[src/rtl/keypad_scan_pkg.sv]
// keypad_scan_pkg: shared register offsets, status field positions and key-code helpers
package keypad_scan_pkg;
  typedef enum logic {REG_STATUS = 1'b0, REG_DATA = 1'b1} reg_sel_e;
  typedef logic [3:0] key_code_t;
  localparam int STAT_OVF = 7;
  localparam int STAT_KEYS_LSB = 16;
  localparam int CNT_W = 5;
  localparam int EMPTY_BIT = 31;
  localparam logic [31:0] DATA_EMPTY = 32'(1) << EMPTY_BIT;
  function automatic key_code_t lowest_key(input logic [15:0] v);
    lowest_key = '0;
    for (int i = 15; i >= 0; i--) if (v[i]) lowest_key = key_code_t'(i);
  endfunction
endpackage

[src/rtl/keycode_fifo.sv]
// keycode_fifo: DEPTH-entry 4-bit key code FIFO; push while full succeeds only with a same-cycle pop
module keycode_fifo
  import keypad_scan_pkg::*;
#(
  parameter int DEPTH = 4
) (
  input  logic             clk,
  input  logic             reset,
  input  logic             push,
  input  logic             pop,
  input  key_code_t        din,
  output key_code_t        dout,
  output logic [CNT_W-1:0] count,
  output logic             full,
  output logic             empty
);
  localparam int AW = DEPTH > 1 ? $clog2(DEPTH) : 1;
  key_code_t mem_q [DEPTH];
  logic [AW-1:0] wr_q, wr_d, rd_q, rd_d;
  logic [CNT_W-1:0] count_q, count_d;
  logic do_push, do_pop;
  function automatic logic [AW-1:0] nxt(input logic [AW-1:0] p);
    return p == AW'(DEPTH - 1) ? '0 : p + 1'b1;
  endfunction
  assign full = count_q == CNT_W'(DEPTH);
  assign empty = count_q == '0;
  assign dout = mem_q[rd_q];
  assign count = count_q;
  always_comb begin
    do_pop = pop && !empty;
    do_push = push && (!full || do_pop);
    wr_d = do_push ? nxt(wr_q) : wr_q;
    rd_d = do_pop ? nxt(rd_q) : rd_q;
    count_d = count_q + CNT_W'(do_push) - CNT_W'(do_pop);
  end
  always_ff @(posedge clk or posedge reset)
    if (reset) begin
      wr_q <= '0;
      rd_q <= '0;
      count_q <= '0;
    end else begin
      wr_q <= wr_d;
      rd_q <= rd_d;
      count_q <= count_d;
    end
  always_ff @(posedge clk)
    if (do_push) mem_q[wr_q] <= din;
endmodule

[src/rtl/keypad_scan.sv]
// keypad_scan: 4x4 keypad scanner with frame debounce, new-key FIFO and two-word bus window
module keypad_scan
  import keypad_scan_pkg::*;
#(
  parameter logic [31:0] BASE = 32'h20,
  parameter int CNT_BITS = 16,
  parameter int DEBOUNCE = 3,
  parameter int DEPTH = 4
) (
  input  logic        clk,
  input  logic        reset,
  input  logic        strobe,
  input  logic        rw,
  input  logic [31:0] addr,
  input  logic [31:0] data,
  output logic [31:0] q,
  output logic [3:0]  row,
  input  logic [3:0]  col
);
  logic [3:0] col_m_q, col_m_d, col_s_q, col_s_d;
  logic [CNT_BITS-1:0] dwell_q, dwell_d;
  logic [1:0] row_idx_q, row_idx_d;
  logic [15:0] snap_q, snap_d, prev_q, prev_d, deb_q, deb_d, pend_q, pend_d;
  logic [2:0] stab_q, stab_d;
  logic ovf_q, ovf_d;
  logic [31:0] rdata_q, rdata_d, status;
  logic wrap, frame_end, commit, hit, sel_data, push, pop, ovf_clr, full, empty;
  logic [CNT_W-1:0] count;
  key_code_t dout;
  logic unused_data;
  assign unused_data = ^{data[31:8], data[6:0]};
  assign row = ~(4'b0001 << row_idx_q);
  assign q = rdata_q;
  keycode_fifo #(.DEPTH(DEPTH)) u_fifo (
    .clk(clk),
    .reset(reset),
    .push(push),
    .pop(pop),
    .din(lowest_key(pend_q)),
    .dout(dout),
    .count(count),
    .full(full),
    .empty(empty)
  );
  always_comb begin
    col_m_d = col;
    col_s_d = col_m_q;
    wrap = &dwell_q;
    frame_end = wrap && row_idx_q == 2'd3;
    dwell_d = dwell_q + 1'b1;
    row_idx_d = wrap ? row_idx_q + 1'b1 : row_idx_q;
    snap_d = snap_q;
    if (wrap) snap_d[{row_idx_q, 2'b00} +: 4] = ~col_s_q;
    prev_d = frame_end ? snap_d : prev_q;
    stab_d = !frame_end ? stab_q : snap_d != prev_q ? '0 : stab_q == 3'(DEBOUNCE) ? stab_q : stab_q + 1'b1;
    commit = frame_end && stab_d == 3'(DEBOUNCE);
    deb_d = commit ? snap_d : deb_q;
    push = |pend_q;
    pend_d = (pend_q & (pend_q - 1'b1)) | (commit ? snap_d & ~deb_q : '0);
    hit = strobe && addr[31:1] == BASE[31:1];
    sel_data = reg_sel_e'(addr[0]) == REG_DATA;
    pop = hit && !rw && sel_data && !empty;
    ovf_clr = hit && rw && !sel_data && data[STAT_OVF];
    ovf_d = (push && full && !pop) || (ovf_q && !ovf_clr);
    status = '0;
    status[STAT_KEYS_LSB +: 16] = deb_q;
    status[STAT_OVF] = ovf_q;
    status[CNT_W-1:0] = count;
    rdata_d = !hit || rw ? rdata_q : !sel_data ? status : empty ? DATA_EMPTY : {28'b0, dout};
  end
  always_ff @(posedge clk or posedge reset)
    if (reset) begin
      col_m_q <= 4'hF;
      col_s_q <= 4'hF;
      dwell_q <= '0;
      row_idx_q <= '0;
      snap_q <= '0;
      prev_q <= '0;
      deb_q <= '0;
      pend_q <= '0;
      stab_q <= '0;
      ovf_q <= 1'b0;
      rdata_q <= '0;
    end else begin
      col_m_q <= col_m_d;
      col_s_q <= col_s_d;
      dwell_q <= dwell_d;
      row_idx_q <= row_idx_d;
      snap_q <= snap_d;
      prev_q <= prev_d;
      deb_q <= deb_d;
      pend_q <= pend_d;
      stab_q <= stab_d;
      ovf_q <= ovf_d;
      rdata_q <= rdata_d;
    end
endmodule

[config.mk]
export PLATFORM = sky130hd
export DESIGN_NAME = keypad_scan
export DESIGN_NICKNAME = d
export VERILOG_FILES = /design/src/rtl/keypad_scan_pkg.sv /design/src/rtl/keycode_fifo.sv /design/src/rtl/keypad_scan.sv
export SDC_FILE = /design/constraint.sdc
export NUM_CORES = 1
export LEC_CHECK = 0
export BUFFER_PORTS_ARGS = -buffer_cell sky130_fd_sc_hd__buf_2
export CORE_MARGIN = 1.5
export CORE_UTILIZATION = 40
export CTS_BUF_LIST = sky130_fd_sc_hd__clkbuf_16
export DETAILED_ROUTE_END_ITERATION = 6
export PLACE_DENSITY = 0.69
export REMOVE_ABC_BUFFERS = 1
export SLEW_MARGIN = 20
export SYNTH_ARGS = -nofsm -noshare
export SYNTH_HDL_FRONTEND = slang
export SYNTH_SLANG_ARGS = --single-unit
[constraint.sdc]
create_clock -name clk -period 6.5 [get_ports clk]
set_clock_uncertainty 0.15 [all_clocks]
set_input_delay 0.325 -clock clk [delete_from_list [all_inputs] [get_ports clk]]
set_output_delay 0.325 -clock clk [all_outputs]
set_load 0.02 [all_outputs]
==> results of run 1 <==
## sequential cells by signal, indices dropped and copies added, names as in the netlist, 3 cells and up
| register | flops |
|---|---|
| q | 22 |
| deb_q | 16 |
| dwell_q | 16 |
| pend_q | 16 |
| prev_q | 16 |
| snap_q | 16 |
| u_fifo.mem_q | 16 |
| u_fifo.count | 5 |
| col_m_q | 4 |
| col_s_q | 4 |
| stab_q | 3 |
## placed cells by master (no fill, tap or decap), types with 6 or more instances in the layout
cell type / instances
a21oi_1: 11
a31oi_1: 6
and2_1: 8
buf_2: 66
clkbuf_16: 17
conb_1: 10
dfrtp_1: 117
dfstp_2: 8
edfxtp_1: 16
ha_1: 18
inv_1: 43
mux2_2: 21
nand2_1: 81
nand2b_1: 7
nand3_1: 10
nand3b_1: 13
nor2_1: 25
nor3_1: 18
nor4_1: 9
nor4b_1: 6
o21ai_0: 42
o21ai_1: 7
o31ai_1: 12
or3_1: 7
xnor2_1: 17
xor2_1: 10
## worst paths after layout
kind                         startpoint    endpoint  depth (start not counted)  slack, ns
max                        row_idx_q[0]    deb_q[8]                         11       1.86
min                             data[7]       ovf_q                          4       0.07
max reg2reg                row_idx_q[0]    deb_q[8]                         11       1.86
min reg2reg                  col_m_q[1]  col_s_q[1]                          0       0.21
max in group asynchronous         reset       q[26]                          4       4.48
min in group asynchronous         reset       q[30]                          3       0.48
## worst max-delay path, stage by stage, from the launching register on
cell and delay, ns:
dfrtp_1 0.53, inv_1 0.18, ha_1 0.44, nor4b_1 0.82
nand2_1 0.21, nor3_1 0.33, o21ai_1 0.12, a2111oi_2 0.43
nand4_2 0.29, nor4_4 0.31, buf_4 0.30, mux2_2 0.37
## metrics by stage
| step | utilization, % | hold WS [ns] | cell area [um^2] | setup slack (ns) |
|---|---|---|---|---|
| after floorplan | - | 0.179 | 6610 | 2.38 |
| after global placement | 43.9 | 0.197 | 7260 | 2.00 |
| after detailed placement | 43.9 | 0.198 | 7260 | 1.93 |
| after CTS | 47.4 | 0.0569 | 7840 | 1.90 |
| after global routing | 47.4 | 0.0752 | 7840 | 1.48 |
| final | 47.4 | 0.0692 | 7840 | 1.86 |
## final cells by class
class	count	area, um^2
Tap cell	220	275
Clock inverter	15	108
Sequential cell	141	3620
Inverter	42	160
Fill cell	1525	8680
Timing Repair Buffer	76	418
Multi-Input combinational cell	415	2840
Clock buffer	17	425
## power by group
group	switching, mW	internal (mW)
Sequential	0.00314	0.895
Combinational	0.0284	0.0143
Clock	0.357	0.516
## layer usage
metal | wire (um) | up-vias
li1 | - | 2314
met1 | 6200 | 2277
met5 | 0 | -
met2 | 6340 | 109
met4 | 204 | 0
met3 | 710 | 19
## cells by family (layout without fill, tap and decap cells)
kind of cell / count (synthesis) / in the layout / share of synthesized area, %
AO/OA/AOI/OAI: 114 / 114 / 11.3
XOR/XNOR: 27 / 27 / 3.50
adder cells (fa/ha/maj): 19 / 19 / 3.63
buffers and inverters: 75 / 150 / 5.09
flip-flops: 141 / 141 / 53.5
multiplexers: 30 / 30 / 5.94
other: 1 / 10 / 0.0555
AND/OR/NAND/NOR: 215 / 215 / 17.0
==> flow_metrics.py, run 1 <==
metrics = {
    "clock_network": {
        "cts_hold_buf": 5,
        "clock_sinks": 141,
        "clk_pin_slew_ns": 0.06,
        "post_cts_resize_count": 0,
        "htreeDepth": 4,
        "cts_inserted_buffers": 17,
        "tritoncts": "built",
        "clockRootBuffer": "clkbuf_16",
        "post-cts-setup-buffers": 0,
        "clk_latency_ns": 0.42,
        "clk_path_buf_depth": 2,
    },
    "sta": {
        "fin_setup_tns_ns": 0,
        "finalSetupViolations": 0,
        "report.final.slew_viol_count": 0,
        "slew_headroom_pct": 29.3,
        "fin_crit_sh_pct": 71.4,
        "finalHoldViolCount": 0,
        "max_freq_ghz": 0.216,
        "tightest_slew_ns": 1.06,
        "rsz0062_at_grt": "no",
        "fin_crit_ns": 4.64,
    },
    "routing": {
        "drt_iter0_drc": 192,
        "drc": 0,
        "ant_nets": 0,
        "first_pass_iters": 4,
        "post_drt_wl_per_cell_um": 14.5,
        "via_per_inst": 5.10,
        "dr_total_vias": 4719,
        "wirelength_mm": 13.5,
    },
    "placed_design": {
        "placedCellCount": 889,
        "place_hpwl_mm": 9.61,
        "port_buffers": 66,
        "gp_congestion": 0.821,
    },
    "setup_path": {
        "worstPathRequired_ns": 6.65,
        "startpoint_type": "flop",
        "cp_data_arrival_time_ns": 4.78,
        "worst-path-max-fanout": 17,
        "worstSetupPathType": "flop to flop",
        "endpoint_kind": "flop",
    },
    "logic_synthesis": {
        "yosysMostFrequentCell": "dfrtp_1",
        "synth_area_leader_cell": "dfrtp_1",
        "async_flop_share_pct": 88.7,
        "synth_seq_area_share_pct": 53.5,
        "synth_seq_cells": 141,
        "ys_top_cells_by_area": "dfrtp_1 (43%), edfxtp_1 (7.1%), nand2_1 (4.5%), mux2_2 (3.5%), ha_1 (3.3%)",
        "synth.avg_cell_area_um2": 10.9,
        "syn_inst": 622,
        "yosys_warnings": 0,
        "yosys_most_used_dff": "dfrtp_1",
        "synth_edf_count": 16,
        "yosys.area.top_type_share_pct": 43.3,
        "synthDistinctLibCells": 67,
        "yosys-top-cells-count": "dfrtp_1 (117), nand2_1 (81), inv_1 (42), o21ai_0 (42), nor2_1 (25)",
        "syn-cell-area_mm2": 0.00676,
    },
    "power": {
        "ir_worst_vdd_mv": 0.179,
        "p_leak_nw": 3.79,
        "powerDensity_mw_per_mm2": 231,
        "total_power_mw": 1.81,
    },
    "job": {
        "cap_violations": 0,
    },
    "layout": {
        "final_cells": 926,
        "n_antenna_cell": 0,
        "nets": 784,
        "area_growth_pct": 16.0,
        "drive_gt1_share_pct": 21.1,
    },
    "global_route": {
        "grt_pass1_wl_mm": 22.8,
        "grt_usage_pct": 16.4,
        "top_usage_layer": "met2",
        "gr-total-overflow": 0,
        "grt_antenna_before_repair": 0,
        "grt_max_degree": 69,
        "met3_usage_pct": 4.10,
        "use_met1_pct": 21.7,
        "first_global_vias": 4653,
        "use_met2_pct": 26.6,
    },
    "floorplan": {
        "initial_core_util_pct": 40.9,
        "die_area_mm2": 0.0177,
        "fp-row-count": 47,
        "dieWidth_um": 133,
        "io_pins": 108,
        "die_h_um": 133,
        "core_region_area_mm2": 0.0165,
    },
    "worst_hold_path": {
        "hold_path_class": "input pin to flop",
    },
    "outcome": {
        "status": "complete, no violations",
    },
}
No activity file was read; power rests on OpenSTA's default activity.
==> run 2, diff against run 1 <==
--- a/config.mk
+++ b/config.mk
@@ -5,12 +5,13 @@
 export SDC_FILE = /design/constraint.sdc
 export NUM_CORES = 1
 export LEC_CHECK = 0
+export ABC_AREA = 1
 export BUFFER_PORTS_ARGS = -buffer_cell sky130_fd_sc_hd__buf_2
 export CORE_MARGIN = 1.5
 export CORE_UTILIZATION = 40
 export CTS_BUF_LIST = sky130_fd_sc_hd__clkbuf_16
 export DETAILED_ROUTE_END_ITERATION = 6
-export PLACE_DENSITY = 0.69
+export PLACE_DENSITY = 0.71
 export REMOVE_ABC_BUFFERS = 1
 export SLEW_MARGIN = 20
 export SYNTH_ARGS = -nofsm -noshare
==> constraint.sdc (replaced) <==
create_clock -name clk -period 3.8 [get_ports clk]
set_clock_uncertainty 0.15 [all_clocks]
set_input_delay 0.19 -clock clk [delete_from_list [all_inputs] [get_ports clk]]
set_output_delay 0.19 -clock clk [all_outputs]
set_load 0.02 [all_outputs]
==> run 2 against run 1 <==
  * Combinational power increased by 81%
  * Fmax is 43% higher
  * Non-clock buffer count grew 2
  * Die area grew 3.8%
  * Clock power is 76% higher
  * Count of clock-buffer cells in the layout increased by 1
  * Sequential share of layout area decreased by 1.8 points
  * Core utilization is 0.072 points lower
  * Via count is 14% higher
  * Worst hold slack worse by 0.013 ns
  * Flip-flop and latch count unchanged
  * Wire length increased by 6.4%
  * Critical path type unchanged
  * Critical endpoint is now pend_q[2]
  * Largest power group is now the clock network
==> flow_metrics.py, run 2 <==
metrics = {
    "outcome": {
        "status": "complete, no violations",
    },
    "sta": {
        "finalSetupViolations": 0,
        "rsz0062_at_grt": "no",
        "max_freq_ghz": 0.309,
        "fin_crit_ns": 3.23,
        "slew_headroom_pct": 42.2,
        "fin_setup_tns_ns": 0,
        "tightest_slew_ns": 0.867,
        "report.final.slew_viol_count": 0,
        "fin_crit_sh_pct": 85.1,
        "setup_slack_ns": 0.567,
        "finalHoldViolCount": 0,
    },
    "routing": {
        "first_pass_iters": 5,
        "via_per_inst": 4.76,
        "wirelength_mm": 14.3,
        "post_drt_wl_per_cell_um": 12.7,
        "drt_iter0_drc": 323,
        "ant_nets": 0,
        "dr_total_vias": 5361,
        "drc": 0,
    },
    "logic_synthesis": {
        "synth_edf_count": 16,
        "synth_seq_cells": 141,
        "yosysMostFrequentCell": "nand2_1",
        "yosys.area.top_type_share_pct": 41.7,
        "yosys_most_used_dff": "dfrtp_1",
        "synth.avg_cell_area_um2": 8.67,
        "syn_inst": 810,
        "synth_seq_area_share_pct": 51.5,
        "synth_area_leader_cell": "dfrtp_1",
        "yosys-top-cells-count": "nand2_1 (229), dfrtp_1 (117), inv_1 (87)",
        "yosys_warnings": 0,
        "synthDistinctLibCells": 46,
        "async_flop_share_pct": 88.7,
        "ys_top_cells_by_area": "dfrtp_1 (42%), nand2_1 (12%), edfxtp_1 (6.8%), inv_1 (4.6%), nor2_1 (3.4%)",
        "syn-cell-area_mm2": 0.00702,
    },
    "clock_network": {
        "cts_hold_buf": 8,
        "clock_sinks": 141,
        "clockRootBuffer": "clkbuf_16",
        "tritoncts": "built",
        "clk_latency_ns": 0.42,
        "post_cts_resize_count": 0,
        "clk_path_buf_depth": 2,
        "cts_inserted_buffers": 17,
        "htreeDepth": 4,
        "post-cts-setup-buffers": 0,
        "clk_pin_slew_ns": 0.06,
    },
    "layout": {
        "multi_input_area_mm2": 0.00291,
        "nets": 980,
        "n_antenna_cell": 0,
        "final_common_cell": "nand2_1",
        "seqCellArea_mm2": 0.00362,
        "final_cell_mix": "nand2_1 (229), dfrtp_1 (117), inv_1 (88)",
        "area_growth_pct": 16.3,
        "drive_gt1_share_pct": 16.5,
        "fillers": 1634,
        "largest_reg_flops": 22,
    },
    "global_route": {
        "first_global_vias": 4927,
        "grt_antenna_before_repair": 0,
        "grt_usage_pct": 16.5,
        "grt_pass1_wl_mm": 23.4,
        "grt_max_degree": 82,
        "gr-total-overflow": 0,
    },
    "setup_path": {
        "startpoint_type": "flop",
        "worstPathRequired_ns": 3.99,
        "worst-path-buf-inv": 2,
        "worst-path-max-fanout": 16,
        "cpPeakStageDelay_ns": 0.58,
        "critPathTopFamily": "simple AND/OR/NAND/NOR gates",
        "cp_common_cell": "nand2_1",
        "cp_data_arrival_time_ns": 3.42,
        "endpoint_kind": "flop",
        "worstSetupPathType": "flop to flop",
        "crit_chain": "clkinv_1 -> buf_4 -> ha_1 -> nor2_1 -> nand3_1 -> nand2_1 -> nand2_1 -> nand2_1 -> nand2_1 -> nand2_1 -> nand2_1 -> nor2_1 -> nand2_1 -> nor2_1 -> nand2_2 -> nand2_2 -> nand4_1 -> o21bai_1",
        "crit_slowest_cell": "dfrtp_1",
    },
    "placed_design": {
        "post-place-ws_ns": 0.625,
        "gp_congestion": 0.787,
        "port_buffers": 66,
        "place_hpwl_mm": 9.98,
    },
    "job": {
        "cap_violations": 0,
    },
    "power": {
        "powerDensity_mw_per_mm2": 386,
        "ir_worst_vdd_mv": 0.322,
        "p_leak_nw": 4.26,
    },
    "worst_hold_path": {
        "hold_path_class": "input pin to flop",
    },
    "floorplan": {
        "initial_core_util_pct": 40.7,
        "die_area_mm2": 0.0184,
        "fp-row-count": 48,
        "dieWidth_um": 136,
        "io_pins": 108,
        "core_region_area_mm2": 0.0172,
        "die_h_um": 136,
    },
}
## run 2: cell count changes after synthesis, sizes merged, moves of 9 or more
| cell | before | now |
|---|---|---|
| nand4 | 8 | 20 |
| xnor2 | 17 | 8 |
| clkbuf | 19 | 8 |
| nand2 | 83 | 257 |
| nor2 | 25 | 71 |
| nor3 | 19 | 6 |
| o21bai | 3 | 15 |
| mux2 | 21 | 0 |
| nand3 | 10 | 40 |
| inv | 42 | 90 |
| o31ai | 15 | 1 |
## run 2: cell families (layout without fill, tap and decap cells)
family	after synthesis	after routing	share of synthesized area [%]
AO/OA/AOI/OAI	92	92	7.70
flip-flops	141	141	51.5
XOR/XNOR	20	20	2.49
AND/OR/NAND/NOR	416	416	26.9
other	1	10	0.0534
adder cells (fa/ha/maj)	19	19	3.49
multiplexers	1	1	0.196
buffers and inverters	120	203	7.61
## run 2: where the power goes
| group | total [mW] | switching (mW) | internal, mW |
|---|---|---|---|
| combinational | 0.0775 | 0.0517 | 0.0258 |
| clock | 1.54 | 0.617 | 0.923 |
| sequential | 1.53 | 0.00187 | 1.53 |
## run 2: final timing paths
path	cells past startpoint	end	slack [ns]	start
min in group asynchronous	3	dwell_q[3]	0.31	reset
min reg2reg	0	col_s_q[3]	0.20	col_m_q[3]
max reg2reg	18	pend_q[2]	0.57	row_idx_q[0]
max	18	pend_q[2]	0.57	row_idx_q[0]
max in group asynchronous	4	col_m_q[3]	2.34	reset
min	5	ovf_q	0.06	addr[23]
## run 2: metrics by stage
step / util (%) / instance area [um^2] / power, mW / cells / hold slack (ns)
2_1_floorplan: - / 6880 / 1.60 / 792 / 0.0445
3_3_place_gp: 43.7 / 7530 / 1.63 / 1087 / 0.145
3_5_place_dp: 43.7 / 7530 / 1.63 / 1087 / 0.146
4_1_cts: 47.4 / 8160 / 3.18 / 1127 / 0.0551
5_1_grt: 47.4 / 8170 / 3.27 / 1127 / 0.0883
6_report: 47.4 / 8170 / 3.15 / 1127 / 0.0566
## run 2: area by class of cell
class,count,area share [%]
Timing Repair Buffer,78,5.39
Sequential cell,141,44.3
Multi-Input combinational cell,558,35.7
Tap cell,225,3.45
Clock inverter,14,1.26
Clock buffer,18,5.52
Inverter,93,4.40
## run 2: per-layer routing
metal  vias up  part of all wire, %  GRT usage [%]
li1       2733                    -              -
met1      2500                   48           21.8
met2       110                   46           26.4
met3        18                  4.4           4.15
met4         0                  1.4           5.56
met5         -                    0              0
## run 2: worst min-delay path, delay by kind of cell
kind / cells / cell delay (ns)
compound gates: 1 / 0.11
buf+inv: 1 / 0.08
simple gates: 3 / 0.21
==> run 3, diff against run 2 <==
--- a/config.mk
+++ b/config.mk
@@ -11,6 +11,7 @@
 export CORE_UTILIZATION = 40
 export CTS_BUF_LIST = sky130_fd_sc_hd__clkbuf_16
 export DETAILED_ROUTE_END_ITERATION = 6
+export GPL_TIMING_DRIVEN = 0
 export PLACE_DENSITY = 0.71
 export REMOVE_ABC_BUFFERS = 1
 export SLEW_MARGIN = 20
==> run 3 against run 2 <==
  * Global-route usage is 0.43 points higher
  * Fmax shrank 2.9%
  * Via count down 0.39%
  * Power grew 0.41%
  * Register-to-register slack got worse by 0.097 ns
  * Flip-flop and latch count did not move
  * Wire length rose by 1.3%
  * Sequential share of layout area down 0.093 points
  * Final cell count down 0.18%
  * Largest power group unchanged
  * Largest cell class unchanged
  * Die area unchanged
==> flow_metrics.py, run 3 (synthesis results as in run 2) <==
metrics = {
    "clock_network": {
        "tritoncts": "built",
        "clk_pin_slew_ns": 0.06,
        "cts_inserted_buffers": 17,
        "htreeDepth": 4,
        "clk_path_buf_depth": 2,
        "clockRootBuffer": "clkbuf_16",
        "clock_sinks": 141,
        "clk_latency_ns": 0.43,
    },
    "setup_path": {
        "crit_chain": "clkinvlp_4 -> ha_1 -> inv_1 -> nor2_2 -> nand3_1 -> nand2_1 -> nand2_1 -> nand2_1 -> nand2_1 -> nand2_1 -> nand2_1 -> nor2_1 -> nand2_1 -> nor2_1 -> nand2_2 -> nand2_2 -> nand4_1 -> o21bai_1",
        "worst-path-max-fanout": 16,
        "r2r.worst_path.cells": 18,
        "worstSetupPathType": "flop to flop",
        "rr_endpoint": "pend_q[2]",
        "r2r-start": "row_idx_q[0]",
        "worstPathRequired_ns": 4.00,
        "startpoint_type": "flop",
        "cp_data_arrival_time_ns": 3.53,
        "crit_slowest_cell": "dfrtp_2",
        "critPathLaunch": "row_idx_q[0]",
        "worst-path-buf-inv": 2,
        "endpoint_kind": "flop",
        "critPathTopFamily": "simple AND/OR/NAND/NOR gates",
        "cpPeakStageDelay_ns": 0.51,
        "cp_common_cell": "nand2_1",
        "r2r_slack_ns": 0.47,
    },
    "floorplan": {
        "initial_core_util_pct": 40.7,
        "die_area_mm2": 0.0184,
        "io_pins": 108,
        "die_h_um": 136,
        "fp-row-count": 48,
        "core_region_area_mm2": 0.0172,
        "dieWidth_um": 136,
    },
    "sta": {
        "slew_headroom_pct": 44.5,
        "fin_crit_ns": 3.33,
        "report.final.slew_viol_count": 0,
        "fin_crit_sh_pct": 87.6,
        "finalHoldViolCount": 0,
        "finalSetupViolations": 0,
        "rsz0062_at_grt": "no",
        "tightest_slew_ns": 0.832,
        "holdWs_ns": 0.0505,
        "fin_setup_tns_ns": 0,
        "max_freq_ghz": 0.300,
    },
    "job": {
        "cap_violations": 0,
    },
    "routing": {
        "post_drt_wl_per_cell_um": 12.9,
        "ant_nets": 0,
        "drt_iter0_drc": 317,
        "via_per_inst": 4.75,
        "first_pass_iters": 5,
        "dr_total_vias": 5340,
        "drc": 0,
        "wirelength_mm": 14.5,
    },
    "layout": {
        "final_cell_mix": "nand2_1 (229), dfrtp_1 (116), inv_1 (87)",
        "fillers": 1613,
        "area_growth_pct": 16.6,
        "largest_reg_flops": 22,
        "final_common_cell": "nand2_1",
        "nets": 979,
        "n_antenna_cell": 0,
        "drive_gt1_share_pct": 16.4,
    },
    "global_route": {
        "gr-total-overflow": 0,
        "grt_usage_pct": 16.9,
        "grt_max_degree": 101,
        "grt_pass1_wl_mm": 24.0,
        "grt_antenna_before_repair": 0,
        "first_global_vias": 5068,
    },
    "power": {
        "total_power_mw": 3.16,
        "powerDensity_mw_per_mm2": 386,
        "ir_worst_vdd_mv": 0.297,
        "p_leak_nw": 4.24,
    },
    "placed_design": {
        "place_hpwl_mm": 10.1,
        "port_buffers": 66,
        "gp_congestion": 0.797,
    },
    "worst_hold_path": {
        "hold_path_class": "input pin to flop",
        "hp-start": "addr[23]",
        "whs_path_depth": 5,
        "hold_end": "ovf_q",
    },
    "outcome": {
        "status": "complete, no violations",
    },
}
-- run 3: cell count changes in the layout (fill, tap and decap cells not counted), sizes merged --
cell,change
clkinv,-4
buf,-2
clkinvlp,+3
dlygate4sd3,+1
-- run 3: worst max-delay path by stage --
stage	endpoint	slack, ns	cells past startpoint
2_1_floorplan	u_fifo.count[4]	0.09	15
3_3_place_gp	q[18]	-1.43	2
3_5_place_dp	u_fifo.count[4]	0.20	16
4_1_cts	pend_q[3]	0.26	18
5_1_grt	pend_q[8]	0.06	18
6_report	pend_q[2]	0.47	18
-- run 3: worst register-to-register path, stage by stage (launching register included) --
cell and delay (ns):
dfrtp_2 0.51, clkinvlp_4 0.26, ha_1 0.37, inv_1 0.10, nor2_2 0.25, nand3_1 0.12, nand2_1 0.09, nand2_1 0.05
nand2_1 0.07, nand2_1 0.09, nand2_1 0.07, nand2_1 0.05, nor2_1 0.12, nand2_1 0.08, nor2_1 0.11, nand2_2 0.10
nand2_2 0.25, nand4_1 0.23, o21bai_1 0.17
-- run 3: area by class of cell --
type | count | area (um^2) | area share (%)
tap | 225 | 282 | 3.44
sequential | 141 | 3620 | 44.2
clock inverter | 13 | 100 | 1.22
multi-input combinational | 558 | 2910 | 35.6
timing repair buffer | 77 | 455 | 5.56
inverter | 93 | 365 | 4.46
clock buffer | 18 | 450 | 5.50
-- run 3: power breakdown --
group | switching (mW) | internal [mW]
Sequential | 0.00203 | 1.53
Combinational | 0.0518 | 0.0282
Clock | 0.629 | 0.922
-- run 3: layer usage --
metal	global-route usage, %	share of wire (%)
met5	0	0
met4	7.11	2.1
met3	3.59	4.1
met2	27.0	46
met1	22.3	47
-- run 3: through the flow --
step	cell area, um^2	worst slack [ns]	cells	utilization, %
final	8190	0.470	1125	47.5
after global routing	8190	0.0640	1125	47.5
after CTS	8180	0.256	1125	47.5
after detailed placement	7540	0.199	1085	43.7
after global placement	7490	-1.43	1083	43.4
after floorplan	6880	0.0946	792	-
-- run 3: timing repair --
action | 4_1_cts | 5_1_grt
resized for setup | 0 | 2
setup endpoints to repair | 0 | 31
setup buffers | 0 | 0
hold buffers | 9 | 0
hold endpoints to repair | 127 | 0
